### src/rtl/mouse_pkg.sv
// Shared types and constants for the mouse cursor tracker.
package mouse_pkg;

   localparam int unsigned DELTA_W = 9;   // PS/2 delta: sign + 8 bits
   localparam int unsigned CALC_W  = 12;  // signed working width
   localparam int unsigned POS_W   = 10;  // cursor coordinate width

   localparam int unsigned H_MAX_DEF  = 639;
   localparam int unsigned V_MAX_DEF  = 479;
   localparam int unsigned X_INIT_DEF = 320;
   localparam int unsigned Y_INIT_DEF = 240;

   typedef enum logic [1:0] {
      ST_IDLE    = 2'd0,
      ST_CALC    = 2'd1,
      ST_PUBLISH = 2'd2
   } state_t;

   // One decoded mouse packet as seen on the decoder interface.
   typedef struct packed {
      logic [7:0] x;
      logic       x_sign;
      logic       x_ov;
      logic [7:0] y;
      logic       y_sign;
      logic       y_ov;
      logic       l_click;
      logic       r_click;
   } mouse_pkt_t;

endpackage

### src/rtl/mouse_axis_update.sv
// One cursor axis: decode delta, saturate on overflow, scale, apply, clamp.
module mouse_axis_update
   import mouse_pkg::*;
#(
   parameter bit          INVERT = 1'b0,
   parameter int unsigned MAX    = H_MAX_DEF,
   parameter int unsigned SHIFT  = 0
)(
   input  logic [7:0]       bits,
   input  logic             sign,
   input  logic             ov,
   input  logic [POS_W-1:0] cur,
   output logic [POS_W-1:0] next_pos
);

   localparam logic signed [CALC_W-1:0] MAX_S = CALC_W'(MAX);

   logic [DELTA_W-1:0]       d9;
   logic signed [CALC_W-1:0] d12;
   logic signed [CALC_W-1:0] mag;
   logic signed [CALC_W-1:0] scaled;
   logic signed [CALC_W-1:0] step;
   logic signed [CALC_W-1:0] cur_s;
   logic signed [CALC_W-1:0] sum;

   // Magnitude is shifted so negative deltas round toward zero, not -inf.
   always_comb begin
      d9       = {sign, bits};
      if (ov) begin
         d9 = sign ? 9'h100 : 9'h0FF;
      end
      d12      = {{(CALC_W-DELTA_W){d9[DELTA_W-1]}}, d9};
      mag      = d9[DELTA_W-1] ? -d12 : d12;
      scaled   = mag >>> SHIFT;
      step     = d9[DELTA_W-1] ? -scaled : scaled;
      cur_s    = {{(CALC_W-POS_W){1'b0}}, cur};
      sum      = INVERT ? (cur_s - step) : (cur_s + step);
      next_pos = sum[POS_W-1:0];
      if (sum < 12'sd0) begin
         next_pos = '0;
      end else if (sum > MAX_S) begin
         next_pos = MAX_S[POS_W-1:0];
      end
   end

endmodule

### src/rtl/mouse_cursor_tracker.sv
// Integrates PS/2 mouse packets into a clamped cursor and click pulses.
module mouse_cursor_tracker
   import mouse_pkg::*;
#(
   parameter int unsigned H_MAX  = H_MAX_DEF,
   parameter int unsigned V_MAX  = V_MAX_DEF,
   parameter int unsigned X_INIT = X_INIT_DEF,
   parameter int unsigned Y_INIT = Y_INIT_DEF,
   parameter int unsigned SHIFT  = 0
)(
   input  logic             i_clk,
   input  logic             i_reset,
   input  logic [7:0]       i_x,
   input  logic             i_x_sign,
   input  logic             i_x_ov,
   input  logic [7:0]       i_y,
   input  logic             i_y_sign,
   input  logic             i_y_ov,
   input  logic             i_l_click,
   input  logic             i_r_click,
   input  logic             i_valid,
   output logic [POS_W-1:0] o_cursor_x,
   output logic [POS_W-1:0] o_cursor_y,
   output logic             o_l_held,
   output logic             o_r_held,
   output logic             o_l_press,
   output logic             o_l_release,
   output logic             o_r_press,
   output logic             o_r_release,
   output logic             o_moved,
   output logic             o_busy
);

   state_t     state;
   state_t     state_next;
   logic       prev_valid;
   logic       pkt_edge;
   mouse_pkt_t in_pkt;
   mouse_pkt_t pkt;
   mouse_pkt_t shadow;
   logic       pending;

   logic [POS_W-1:0] calc_x;
   logic [POS_W-1:0] calc_y;
   logic [POS_W-1:0] nxt_x;
   logic [POS_W-1:0] nxt_y;
   logic             l_rise;
   logic             l_fall;
   logic             r_rise;
   logic             r_fall;

   assign in_pkt   = '{x: i_x, x_sign: i_x_sign, x_ov: i_x_ov,
                       y: i_y, y_sign: i_y_sign, y_ov: i_y_ov,
                       l_click: i_l_click, r_click: i_r_click};
   assign pkt_edge = i_valid & ~prev_valid;

   mouse_axis_update #(.INVERT(1'b0), .MAX(H_MAX), .SHIFT(SHIFT)) u_axis_x (
      .bits     (pkt.x),
      .sign     (pkt.x_sign),
      .ov       (pkt.x_ov),
      .cur      (o_cursor_x),
      .next_pos (calc_x)
   );

   // PS/2 reports +Y as up; the screen grows downward, so Y subtracts.
   mouse_axis_update #(.INVERT(1'b1), .MAX(V_MAX), .SHIFT(SHIFT)) u_axis_y (
      .bits     (pkt.y),
      .sign     (pkt.y_sign),
      .ov       (pkt.y_ov),
      .cur      (o_cursor_y),
      .next_pos (calc_y)
   );

   // State register.
   always_ff @(posedge i_clk or posedge i_reset) begin
      if (i_reset) begin
         state <= ST_IDLE;
      end else begin
         state <= state_next;
      end
   end

   // Next-state logic: a pending shadow packet counts as an accepted packet.
   always_comb begin
      state_next = state;
      case (state)
         ST_IDLE:    if (pending || pkt_edge) state_next = ST_CALC;
         ST_CALC:    state_next = ST_PUBLISH;
         ST_PUBLISH: state_next = ST_IDLE;
         default:    state_next = ST_IDLE;
      endcase
   end

   // Packet intake: working packet in IDLE, one-deep shadow while busy.
   always_ff @(posedge i_clk or posedge i_reset) begin
      if (i_reset) begin
         prev_valid <= 1'b1;
         pkt        <= '0;
         shadow     <= '0;
         pending    <= 1'b0;
      end else begin
         prev_valid <= i_valid;
         if (state == ST_IDLE) begin
            if (pending) begin
               pkt <= shadow;
               if (pkt_edge) begin
                  shadow <= in_pkt;
               end else begin
                  pending <= 1'b0;
               end
            end else if (pkt_edge) begin
               pkt <= in_pkt;
            end
         end else if (pkt_edge) begin
            shadow  <= in_pkt;
            pending <= 1'b1;
         end
      end
   end

   // CALC stage: register clamped positions and click edges.
   always_ff @(posedge i_clk or posedge i_reset) begin
      if (i_reset) begin
         nxt_x  <= POS_W'(X_INIT);
         nxt_y  <= POS_W'(Y_INIT);
         l_rise <= 1'b0;
         l_fall <= 1'b0;
         r_rise <= 1'b0;
         r_fall <= 1'b0;
      end else if (state == ST_CALC) begin
         nxt_x  <= calc_x;
         nxt_y  <= calc_y;
         l_rise <= pkt.l_click & ~o_l_held;
         l_fall <= ~pkt.l_click & o_l_held;
         r_rise <= pkt.r_click & ~o_r_held;
         r_fall <= ~pkt.r_click & o_r_held;
      end
   end

   // PUBLISH stage: update visible state; pulses last exactly one cycle.
   always_ff @(posedge i_clk or posedge i_reset) begin
      if (i_reset) begin
         o_cursor_x  <= POS_W'(X_INIT);
         o_cursor_y  <= POS_W'(Y_INIT);
         o_l_held    <= 1'b0;
         o_r_held    <= 1'b0;
         o_l_press   <= 1'b0;
         o_l_release <= 1'b0;
         o_r_press   <= 1'b0;
         o_r_release <= 1'b0;
         o_moved     <= 1'b0;
         o_busy      <= 1'b0;
      end else begin
         o_busy      <= (state_next != ST_IDLE);
         o_l_press   <= 1'b0;
         o_l_release <= 1'b0;
         o_r_press   <= 1'b0;
         o_r_release <= 1'b0;
         o_moved     <= 1'b0;
         if (state == ST_PUBLISH) begin
            o_cursor_x  <= nxt_x;
            o_cursor_y  <= nxt_y;
            o_moved     <= (nxt_x != o_cursor_x) || (nxt_y != o_cursor_y);
            o_l_held    <= pkt.l_click;
            o_r_held    <= pkt.r_click;
            o_l_press   <= l_rise;
            o_l_release <= l_fall;
            o_r_press   <= r_rise;
            o_r_release <= r_fall;
         end
      end
   end

endmodule

### config.mk
export PLATFORM = sky130hd
export DESIGN_NAME = mouse_cursor_tracker
export DESIGN_NICKNAME = d
export VERILOG_FILES = /design/src/rtl/mouse_pkg.sv /design/src/rtl/mouse_axis_update.sv /design/src/rtl/mouse_cursor_tracker.sv
export SDC_FILE = /design/constraint.sdc
export NUM_CORES = 1
export LEC_CHECK = 0
export CAP_MARGIN = 30
export CORE_UTILIZATION = 25
export CTS_BUF_LIST = sky130_fd_sc_hd__clkbuf_8
export CTS_CLUSTER_DIAMETER = 120
export DETAILED_ROUTE_END_ITERATION = 10
export PLACE_DENSITY_LB_ADDON = 0.3
export SLEW_MARGIN = 10
export SYNTH_ARGS = -nofsm -noshare
export SYNTH_HDL_FRONTEND = slang
export SYNTH_SLANG_ARGS = --single-unit
### constraint.sdc
create_clock -name i_clk -period 6.6 [get_ports i_clk]
set_input_delay 1.98 -clock i_clk [delete_from_list [all_inputs] [get_ports i_clk]]
set_output_delay 1.98 -clock i_clk [all_outputs]
set_load 0.05 [all_outputs]
---- Yosys cells after proc, flatten, opt, wreduce, memory -nomap -nowiden ----
Index checks and enable logic that the tools add are counted.
storage, ports and cells
  register bits ........................... 100
  output and inout bits ................... 28
cells by class
  add/sub/neg operators ................... 6
  order comparisons ....................... 4
  eq/ne operators ......................... 5
  muxes and demuxes ....................... 28
  bitwise gates (word level) .............. 10
  reductions and logical operators ........ 7
operators with widths
  kind                                                              count
  2-to-1 mux 22 bit                                                 5
  2-to-1 mux 12 bit                                                 4
  2-to-1 mux 10 bit                                                 4
  2-to-1 mux 9 bit                                                  4
  < comparator 12 x 1 -> 1 bit (second input constant)              2
  negation 12 bit                                                   2
  negation 9 -> 12 bit                                              2
  != test 10 bit                                                    2
  adder 11 x 12 -> 12 bit                                           1
  greater-than comparator 12 x 10 -> 1 bit (second input constant)  1
  greater-than comparator 12 x 11 -> 1 bit (second input constant)  1
  subtractor 11 x 12 -> 12 bit                                      1
  2-to-1 mux 1 bit                                                  9
  nonzero test 2 bit                                                3
  bitwise AND 1 bit                                                 5
  inverter 1 bit                                                    5
  one-hot mux 2 bit (2 select lines)                                1
  == test 2 x 1 -> 1 bit (second input constant)                    1
  == test 2 bit (second input constant)                             1
  zero test 2 bit                                                   1
  logical OR 1 bit                                                  2
  2-to-1 mux 2 bit                                                  1
  != test 2 bit (second input constant)                             1
  AND reduction 2 bit                                               1

---- Depth between registers and ports, before layout ----
  word-level depth ........................ 10
  depth in mapped cells ................... 20
  depth with buffers taken out ............ 19

---- Modules after synthesis ----
Synthesis repeated with hierarchy kept, for this count alone.
unflattened totals
  cells, all modules ...................... 695
  area total of the unflattened synthesis .. 6,678.9 um^2
modules (own cells, without submodules)
  module                        instances  cells an instance  area an instance (um^2)  sequential area each (um^2)
  mouse_cursor_tracker          1          342                4,212.8                  2,518.7
  mouse_axis_update (u_axis_y)  1          190                1,337.5                  0.0
  mouse_axis_update (u_axis_x)  1          163                1,128.6                  0.0

---- Worst setup path before layout ----
OpenSTA, ideal clock, no wires.
  path type ............................... register to register
  from .................................... reg pkt[12] in the netlist's numbering
  to ...................................... reg nxt_x[9]
  arrival ................................. 4,204 ps
  required time ........................... 6,472 ps
  path slack .............................. 2,268 ps
  cell stages (with the launch flop) ...... 20
  period minus slack after synthesis ...... 4,332 ps
  cells stage by stage .................... dfrtp_1 inv_1 nor2_1 a21o_1 inv_1 ha_1 or3b_1 a211o_1 o211ai_1 o211ai_2 o311ai_0 o41ai_1 ha_1 and2_1 a221oi_1 nor2b_1 a2111oi_0 o21ai_2 nand2_1 o31ai_1
between the ends
  word-level cells in the longest chain between the ends .. 9
  elaborated cells on any way between the ends .. 10
  those cells by class .................... add/sub: 3; order compare: 2; mux: 5
RTL lines
  element                                   RTL line                     RTL
  start, declared                           mouse_cursor_tracker.sv:39   mouse_pkt_t pkt;
  start signal, assigned                    mouse_cursor_tracker.sv:105  pkt <= shadow;
  start signal, assigned                    mouse_cursor_tracker.sv:112  pkt <= in_pkt;
  2-to-1 mux 9 bit (*)                      mouse_axis_update.sv:29      if (ov) begin
  negation 9 -> 12 bit                      mouse_axis_update.sv:33      mag = d9[DELTA_W-1] ? -d12 : d12;
  2-to-1 mux 12 bit                         mouse_axis_update.sv:33
  negation 12 bit                           mouse_axis_update.sv:35      step = d9[DELTA_W-1] ? -scaled : scaled;
  2-to-1 mux 12 bit (*)                     mouse_axis_update.sv:35
  adder 11 x 12 -> 12 bit (*)               mouse_axis_update.sv:37      sum = INVERT ? (cur_s - step) : (cur_s + step);
  greater-than comparator 12 x 11 -> 1 bit  mouse_axis_update.sv:41      end else if (sum > MAX_S) begin
  2-to-1 mux 10 bit                         mouse_axis_update.sv:41
  2-to-1 mux 10 bit (*)                     mouse_axis_update.sv:39      if (sum < 12'sd0) begin
  end signal, assigned                      mouse_cursor_tracker.sv:124  nxt_x <= POS_W'(X_INIT);
  end signal, assigned                      mouse_cursor_tracker.sv:131  nxt_x <= calc_x;
  end, declared                             mouse_cursor_tracker.sv:45   logic [POS_W-1:0] nxt_x;
Every way passes the cells marked *; elsewhere a longest branch is shown, timed or not.
A chain may end at the register's enable or synchronous reset.

---- Worst setup path after layout ----
  from .................................... reg pkt[12] in the netlist's numbering
  to ...................................... reg nxt_x[3]
The elaborated chain is that of the path after synthesis.

==> summary.txt <==
Yosys
  – Compound-Gate Fraction of Synth Area: 0.186
  – Synth Area in XOR/XNOR: 0.0632
  – Top cells by count, synth: nand2_1 (112), dfrtp_1 (87), o21ai_0 (45)
  – Yosys top cell area share: 0.352
  – Distinct cells, synth: 81
  – Yosys warning count: 0
  – Syn Inst Count: 653
  – Syn Area/Cell: 9.48 µm²
  – Synth Area in Adders: 0.0549
  – FF+latch count, synth: 100
  – Count leader, synth: nand2_1
  – Yosys top cell by area: dfrtp_1
  – Area contributors post-synth: dfrtp_1 (35%), nand2_1 (6.8%), dfstp_2 (5.5%)
  – Main combinational cell family by area after synthesis: compound AO/OA/AOI/OAI gates
  – Synth async-reset ratio: 1.00
  – Post-synth net total: 704
  – Seq/Total Area, Yosys: 0.407
  – Multiplexer share of the synthesized area: 0.0792
  – Cell Area, Synth: 0.00619 mm²
  – Commonest register cell after synthesis: dfrtp_1
  – Post-Synth Simple-Gate Area: 0.173
  – EDFF count, synth: 0

Die
  – Chip Height: 159 µm
  – Starting Density: 0.255
  – Die Span X: 159 µm
  – # rows: 57
  – Core area: 0.0243 mm²
  – Area of the die: 0.0254 mm²
  – Io pins: 53

Hold path
  – Hold depth: 2
  – Hold Crit Class: flip-flop to flip-flop
  – Hold_sp: nxt_y[7]$_DFFE_PP1P_

Setup path
  – R2r startpoint: pkt[12]$_DFFE_PP0P_
  – Crit path DAT: 5.53 ns
  – Crit path max-delay family: compound AO/OA/AOI/OAI gates
  – CP Data Required Time: 6.90 ns
  – Setup CP Type: flip-flop to flip-flop
  – CP Buf/Inv Count: 2
  – Max stage delay cell, worst path: dfrtp_1
  – CP Capture Point: nxt_x[3]$_DFFE_PP0P_
  – Largest stage delay, worst path: 0.66 ns
  – Reg2Reg Depth: 18
  – Worst Path Max Fanout: 15
  – Reg-to-reg endpoint: nxt_x[3]$_DFFE_PP0P_
  – CP startpoint: pkt[12]$_DFFE_PP0P_
  – CP Depth: 18
  – Worst Setup End Kind: flip-flop
  – Crit-path cells: inv_1 > nor2_1 > a21o_1 > inv_1 > ha_1 > nor4bb_1 > o21ai_0 > a22oi_1 > o211ai_2 > o311ai_0 > o41ai_1 > ha_1 > and2_1 > a221oi_1 > nor2b_1 > a221oi_1 > o21ai_1 > a32oi_1
  – Critical path launch point type: flip-flop
  – Reg-to-reg slack, setup: 1.38 ns

Timing
  – Final slew viol count: 0
  – Clock Skews: 0.0148 ns
  – Crit path time final: 5.22 ns
  – Slew HR: 0.421
  – RSZ-0062 raised after global routing: false
  – Final setup viols: 0
  – Tcrit/Tclk final: 0.792
  – FMAX: 191 MHz
  – Setup TNS Final: 0 ns
  – Final Hold Vio Count: 0
  – Worst Tran Pin Value: 0.868 ns

Layout
  – Area delta synth->final: 16.9%
  – Diodes inserted: 0
  – Net total in the final layout: 744
  – Layout cells sized above 1: 0.119

Clocking
  – Worst-path clk slew: 0.10 ns
  – CTS sink count: 100
  – Cts hold-fix bufs: 0
  – Clk buf depth: 2
  – H-tree Lvls: 3
  – Clk_lat worst skew: 0.38 ns
  – CTS-repair resized insts: 0
  – Number of buffers created by CTS: 9
  – Setup Fix Bufs, Post-CTS: 0
  – CTS tree: built
  – Root buf cell: clkbuf_8

Global route
  – GRT overflow: 0
  – Largest net degree at the start of global routing: 73
  – GR Util All Layers: 0.120
  – First-pass GRT wire length: 24200 µm
  – Vias in the first global route: 4504
  – Initial antenna violation count: 0

Detailed routing
  – DR WL/cell: 14.4 µm
  – DRC Markers: 0
  – DRT Wirelength: 14700 µm
  – Routed vias: 4751
  – Drt initial violations: 415
  – Post-route ant nets: 0
  – Via density: 4.65
  – Drt pass-1 iters: 5

Status
  – Outcome: complete, no violations

Placement
  – Final HPWL DP: 10800 µm
  – GP Congestion: 0.803
  – Port buffer count: 52

Flow run
  – Max_cap viols: 0
==> worst min-delay path by stage <==
stage | endpoint
after global routing | o_cursor_y[5]$_DFFE_PP1P_
after global placement | l_rise$_DFFE_PP0P_
after floorplan | l_fall$_DFFE_PP0P_
after detailed placement | l_fall$_DFFE_PP0P_
after CTS | o_cursor_y[6]$_DFFE_PP1P_
final | o_cursor_y[7]$_DFFE_PP1P_
==> flip-flops by register name, summed over array words and instances (netlist names), 2 cells and up <==
register,count
o_cursor_x,10
state,2
pkt,22
o_cursor_y,10
shadow,22
nxt_x,10
nxt_y,10
==> layer usage <==
metal,part of all wire,GRT usage,up-vias
met5,0,0,-
met4,0.0086,0.0288,0
met3,0.043,0.0276,8
met2,0.41,0.168,105
met1,0.54,0.183,2239
li1,-,-,2399
==> per-stage QoR <==
stage | cells | setup WS [ns] | utilization | hold slack [ns] | area, µm²
2_1_floorplan | 653 | 2.02 | - | 0.442 | 6190
3_3_place_gp | 1004 | 1.53 | 0.289 | 0.455 | 7020
3_5_place_dp | 1005 | 1.37 | 0.289 | 0.462 | 7030
4_1_cts | 1021 | 1.34 | 0.297 | 0.475 | 7220
5_1_grt | 1022 | 0.709 | 0.298 | 0.482 | 7240
6_report | 1022 | 1.38 | 0.298 | 0.468 | 7240
==> cell usage in the layout, fill, tap and decap left out, types with 11 or more instances in the layout <==
master,instances
nand2_1,112
dfrtp_1,87
clkdlybuf4s50_1,52
o21ai_0,45
nor2_1,29
xnor2_1,27
a21oi_1,26
ha_1,24
mux2_2,22
mux2i_1,22
inv_1,22
xor2_1,14
dfstp_2,13
nand2b_1,11
==> kinds of logic after synthesis <==
family	count (synthesis)
AO/OA/AOI/OAI	166
XOR/XNOR	43
adder cells (fa/ha/maj)	26
buffers and inverters	53
flip-flops	100
multiplexers	45
AND/OR/NAND/NOR	220
==> final cells by class <==
type	instances	area, µm²
clock buffer	9	124
multi-input combinational	500	3450
timing repair buffer	59	597
tap	324	405
inverter	23	90.1
fill	2559	17100
clock inverter	7	57.6
sequential	100	2520
==> worst register-to-register path, cell delays in order, from the launching register on <==
cell and delay [ns]:
dfrtp_1 0.66, inv_1 0.24, nor2_1 0.31, a21o_1 0.16, inv_1 0.05, ha_1 0.30, nor4bb_1 0.23, o21ai_0 0.15
a22oi_1 0.34, o211ai_2 0.28, o311ai_0 0.34, o41ai_1 0.17, ha_1 0.31, and2_1 0.18, a221oi_1 0.24, nor2b_1 0.09
a221oi_1 0.48, o21ai_1 0.36, a32oi_1 0.27
Power is left out: the tool's default activity adds up to more than one toggle a clock period on the data nets, which glitch-free logic cannot reach.
